$ cat src/rtl/rc4_prga_decrypt.sv
// RC4 keystream generation and decryption (PRGA).
// Walks MSG_LEN bytes. For each byte it swaps S[i] and S[j] in s_memory,
// fetches the keystream byte S[S[i]+S[j]] and one ciphertext byte, and
// writes their XOR into the plaintext RAM. All memories are synchronous-read.
//
// state  | meaning
// -------+-----------------------------------------------------------
// IDLE   | waiting for start; i, j, k held at 0
// INC_I  | i <= i + 1
// RD_SI  | present address i to S
// WT_SI  | hold address i, capture si = S[i]
// CALC_J | j <= j + si
// RD_SJ  | present address j to S
// WT_SJ  | hold address j, capture sj = S[j]
// WR_SI  | S[i] <= sj
// WR_SJ  | S[j] <= si
// RD_F   | present S address si+sj and ciphertext address k
// WT_F   | hold addresses, capture f (keystream) and enc (ciphertext)
// WR_D   | plaintext[k] <= f ^ enc, k <= k + 1, last byte -> DONE
// DONE   | finish high until start drops
module rc4_prga_decrypt #(
  parameter int MSG_LEN = 32
) (
  input  logic       clk,
  input  logic       reset,
  input  logic       start,
  output logic       finish,
  output logic [7:0] s_addr,
  output logic [7:0] s_wr_data,
  output logic       s_wren,
  input  logic [7:0] s_q,
  output logic [7:0] emem_addr,
  input  logic [7:0] emem_q,
  output logic [7:0] dmem_addr,
  output logic [7:0] dmem_data,
  output logic       dmem_wren
);

  localparam logic [7:0] LAST_K = 8'(MSG_LEN - 1);

  typedef enum logic [3:0] {
    IDLE, INC_I, RD_SI, WT_SI, CALC_J, RD_SJ, WT_SJ,
    WR_SI, WR_SJ, RD_F, WT_F, WR_D, DONE
  } state_t;

  state_t state, state_nxt;

  logic [7:0] i, j, k, si, sj, f, enc;
  logic [7:0] f_addr;

  // keystream index wraps modulo 256 on purpose
  assign f_addr = si + sj;

  // state register
  always_ff @(posedge clk) begin
    if (reset) state <= IDLE;
    else       state <= state_nxt;
  end

  // datapath registers, updated according to the current state
  always_ff @(posedge clk) begin
    if (reset) begin
      i   <= 8'd0;
      j   <= 8'd0;
      k   <= 8'd0;
      si  <= 8'd0;
      sj  <= 8'd0;
      f   <= 8'd0;
      enc <= 8'd0;
    end else begin
      case (state)
        IDLE: begin
          i <= 8'd0;
          j <= 8'd0;
          k <= 8'd0;
        end
        INC_I:  i  <= i + 8'd1;
        WT_SI:  si <= s_q;
        CALC_J: j  <= j + si;
        WT_SJ:  sj <= s_q;
        WT_F: begin
          f   <= s_q;
          enc <= emem_q;
        end
        WR_D:   k  <= k + 8'd1;
        default: ;
      endcase
    end
  end

  // next-state and state-decoded outputs
  always_comb begin
    state_nxt = state;
    finish    = 1'b0;
    s_addr    = 8'd0;
    s_wr_data = 8'd0;
    s_wren    = 1'b0;
    emem_addr = 8'd0;
    dmem_addr = 8'd0;
    dmem_data = 8'd0;
    dmem_wren = 1'b0;
    case (state)
      IDLE:   if (start) state_nxt = INC_I;
      INC_I:  state_nxt = RD_SI;
      RD_SI: begin
        s_addr    = i;
        state_nxt = WT_SI;
      end
      WT_SI: begin
        s_addr    = i;
        state_nxt = CALC_J;
      end
      CALC_J: state_nxt = RD_SJ;
      RD_SJ: begin
        s_addr    = j;
        state_nxt = WT_SJ;
      end
      WT_SJ: begin
        s_addr    = j;
        state_nxt = WR_SI;
      end
      WR_SI: begin
        s_addr    = i;
        s_wr_data = sj;
        s_wren    = 1'b1;
        state_nxt = WR_SJ;
      end
      WR_SJ: begin
        s_addr    = j;
        s_wr_data = si;
        s_wren    = 1'b1;
        state_nxt = RD_F;
      end
      RD_F: begin
        s_addr    = f_addr;
        emem_addr = k;
        state_nxt = WT_F;
      end
      WT_F: begin
        s_addr    = f_addr;
        emem_addr = k;
        state_nxt = WR_D;
      end
      WR_D: begin
        dmem_addr = k;
        dmem_data = f ^ enc;
        dmem_wren = 1'b1;
        state_nxt = (k == LAST_K) ? DONE : INC_I;
      end
      DONE: begin
        finish = 1'b1;
        if (!start) state_nxt = IDLE;
      end
      default: state_nxt = IDLE;
    endcase
  end

endmodule

$ cat config.mk
export PLATFORM = sky130hd
export DESIGN_NAME = rc4_prga_decrypt
export DESIGN_NICKNAME = d
export VERILOG_FILES = /design/src/rtl/rc4_prga_decrypt.sv
export SDC_FILE = /design/constraint.sdc
export NUM_CORES = 1
export LEC_CHECK = 0
export BUFFER_PORTS_ARGS = -buffer_cell sky130_fd_sc_hd__buf_2
export CAP_MARGIN = 5
export CORE_ASPECT_RATIO = 0.5
export CORE_UTILIZATION = 55
export DETAILED_ROUTE_END_ITERATION = 10
export GPL_TIMING_DRIVEN = 0
export HOLD_SLACK_MARGIN = 0.02
export MAX_ROUTING_LAYER = met4
export PLACE_DENSITY = 0.79
export SETUP_SLACK_MARGIN = 0.05
export SLEW_MARGIN = 20
export SYNTH_ARGS = -nofsm -noshare
export SYNTH_HDL_FRONTEND = slang
export SYNTH_SLANG_ARGS = --single-unit
$ cat constraint.sdc
create_clock -name clk -period 2.7 [get_ports clk]
set_input_delay 0.135 -clock clk [delete_from_list [all_inputs] [get_ports clk]]
set_output_delay 0.135 -clock clk [all_outputs]
set_load 0.005 [all_outputs]
==> metrics.yaml <==
critical_path_class: "reg2out"
reg2reg_from: "j[1]$_SDFFE_PP0P_"
max-cap-violations: 0
synth_seq_cells: 60
rsz0062_at_grt: "false"
startpoint: "sj[0]$_SDFFE_PP0P_"
h-tree-depth: 3
routed_wl_um: 8396
hold_ws_ns: 0.04125
ir_drop_mv: 0.4255
fin_ws_ns: 0.2524
p_leak_uw: 0.001720
path_cells: "ha_2 > inv_1 > fa_1 > nor2b_1 > o21ai_1 > a21boi_2 > o21ai_1 > and3_1 > o31ai_1 > buf_2"
period_minus_slack_ns: 2.448
rows: 19
rr_worst_depth: 7
grt_first_pass_wirelength_um: 13870
num_io_pins: 62
worst_pin_slew_ns: 0.8959
slowest_stage: "fa_1"
grt-ovfl-total: 0
wl_met2_um: 3538
fin_util_pct: 72.61
ys.flop_type: "dfxtp_1"
synthArstFlopShare_pct: 0
track_usage_pct: 28.34
wl_met1_um: 4022
synth_edf_count: 0
n_antenna_cell: 0
cp_num_buf_inv: 2
grt_max_degree: 11
io_buffers: 60
hold_buffers: 0
dr.first_iter.drc_count: 211
synth_top_cell_by_area: "dfxtp_1"
synth_top_area_share_pct: 35.02
top_layer_used: "met4"
yosys.cell_types.count: 53
dieWidth_um: 113.7
crit_family: "adder cells"
clock-skew-final_ns: 0.002627
slew_violations: 0
synth-seq-area-share_pct: 35.02
post-route-drc-count: 0
synth_fp_nets: 482
syn_area_um2: 3430
crit_end: "s_addr[6]"
cts_tree: "built"
root_buffer: "clkbuf_16"
critical_path.max_fanout: 3
cts_buffer_depth: 2
hpwl_um: 6240
clock-sinks: 60
crit_arrival_ns: 2.31
hp-class: "in2reg"
cts_buffers: 9
worst-path-stages: 10
fillers: 503
cpMostUsedCell: "o21ai_1"
first_pass_iters: 4
fmax_ghz: 0.4086
met3WireLength_um: 715
crit_required_ns: 2.57
path_clk_slew_ns: 0.05
vias_per_cell: 5.619
die_h_um: 57.84
yosys_warnings: 0
ys_top_cells_by_area: "dfxtp_1 35%, nand2_1 9.1%, a21oi_1 8.3%"
initial_core_util_pct: 59.86
r2r_setup_slack_ns: 0.51
finalSetupTns_ns: 0
drive_gt1_share_pct: 19.23
powerDensity_nw_per_um2: 571.6
design.core.area_um2: 5729
vias: 3394
place.gp.congestion: 0.8802
synth_area_per_cell_um2: 7.707
finalSetupViolations: 0
antenna_found_initial: 0
detail-route-antenna-nets: 0
finalCritPeriodShare_pct: 90.65
crit-reg2reg-capture: "j[7]$_SDFFE_PP0P_"
insertion_delay_ns: 0.33
hold_viol_final: 0
grt_pass1_vias: 2943
nNetsFinal: 553
die-area_um2: 6574
max_slew_margin_pct: 39.81
crit_path_start_kind: "flip-flop"
area_delta_synth_final_pct: 21.31
synth_cells: 445
wl_per_cell_um: 13.90
end_kind: "output port"
slowest_delay_ns: 0.39
outcome: "finished clean"
place_ws_ns: 0.4133
stage by stage:
step | std cells | power (uW) | instance area [um^2]
6_report | 604 | 2378 | 4160
5_1_grt | 604 | 2457 | 4160
4_1_cts | 604 | 2370 | 4139
3_5_place_dp | 589 | 1218 | 3835
3_3_place_gp | 589 | 1216 | 3835
2_1_floorplan | 445 | 1142 | 3430
sequential cells by signal (all words and copies together) (netlist names):
name,cells
enc,8
f,8
i,8
j,8
k,8
si,8
sj,8
state,4
worst min path at each step:
stage	start	endpoint	slack (ns)	cells past startpoint
after global routing	emem_q[3]	enc[3]$_SDFFE_PP0P_	0.05	3
after global placement	emem_q[5]	enc[5]$_SDFFE_PP0P_	0.38	3
after CTS	emem_q[7]	enc[7]$_SDFFE_PP0P_	0.04	3
after floorplan	emem_q[0]	enc[0]$_SDFFE_PP0P_	0.27	2
final	emem_q[1]	enc[1]$_SDFFE_PP0P_	0.04	3
after detailed placement	emem_q[5]	enc[5]$_SDFFE_PP0P_	0.38	3
power breakdown:
part / internal [uW] / leakage [uW] / switching (uW) / total [uW]
registers: 907 / 0.000485 / 18.8 / 926
clock network: 784 / 0.000149 / 379 / 1160
logic: 101 / 0.00109 / 188 / 290
total: 1790 / 0.00172 / 586 / 2380
cell usage in the layout (no fill, tap or decap), types with 3 or more instances in the layout:
cell       Yosys  layout
xnor2_1       17      16
or3_1          3       3
clkbuf_1      16      18
o21ai_0       12      10
xor2_1         5       5
nand2_1       83      83
buf_2          5      65
nor2_1        35      35
and2_1        16      16
clkbuf_8       0       3
or2_2          5       5
ha_1          16      15
nand3_1       11      11
a21o_1         3       3
nor2b_1        3       3
nand4_1        4       4
nand2b_1       3       3
clkbuf_16      0       9
inv_1         12      12
a211oi_1       5       5
a22o_1         8       8
nor3_1        11      11
dfxtp_1       60      58
a22oi_1       12      12
a21oi_1       57      57
and3_1         4       4
repair_timing:
action | in CTS | in global routing
resized for setup | 0 | 9
setup endpoints to repair | 0 | 4
buffers inserted | 0 | 0
tightest hold or removal path, delay by kind of cell:
| kind | cells | cell delay, ns |
|---|---|---|
| AO/OA/AOI/OAI | 1 | 0.05 |
| buffers and inverters | 1 | 0.09 |
| AND/OR/NAND/NOR | 1 | 0.04 |
logic make-up (layout without fill, tap and decap cells):
family / after synthesis / in the layout / synth area share (%)
compound gates: 111 / 111 / 19.96
xor+xnor: 22 / 22 / 5.618
fa+ha+maj: 18 / 18 / 7.005
buf+inv: 38 / 113 / 4.815
flops: 60 / 60 / 35.02
mux: 2 / 2 / 0.6202
simple gates: 194 / 194 / 26.96
final cells by class:
type	instances	area, um^2	area share [%]
Clock buffer	14	274.0	6.586
Tap cell	84	105.1	2.526
Sequential cell	60	1204	28.93
Multi-Input combinational cell	347	2082	50.05
Inverter	13	50.05	1.203
Buffer	25	115.1	2.767
Timing Repair Buffer	60	300.3	7.218
Clock inverter	1	30.03	0.7218
per-layer routing:
layer,track usage [%],vias up
met4,8.459,0
met2,43.21,128
li1,-,1693
met5,-,-
met3,7.322,13
met1,37.24,1560
synth_stat cells (3+ instances only):
cell type / n
nor2b_1: 3
nor3_1: 11
dfxtp_1: 60
or3_1: 3
a21o_1: 3
and3_1: 4
a22oi_1: 12
xnor2_1: 17
and2_1: 16
nand4_1: 4
o21ai_0: 12
nor2_1: 35
ha_1: 16
or2_2: 5
nand3_1: 11
inv_1: 12
xor2_1: 5
buf_2: 5
a22o_1: 8
a21oi_1: 57
clkbuf_1: 16
nor3b_1: 3
nand2_1: 83
a211oi_1: 5
nand2b_1: 3
Note: power is estimated with default switching activity, not from simulation.
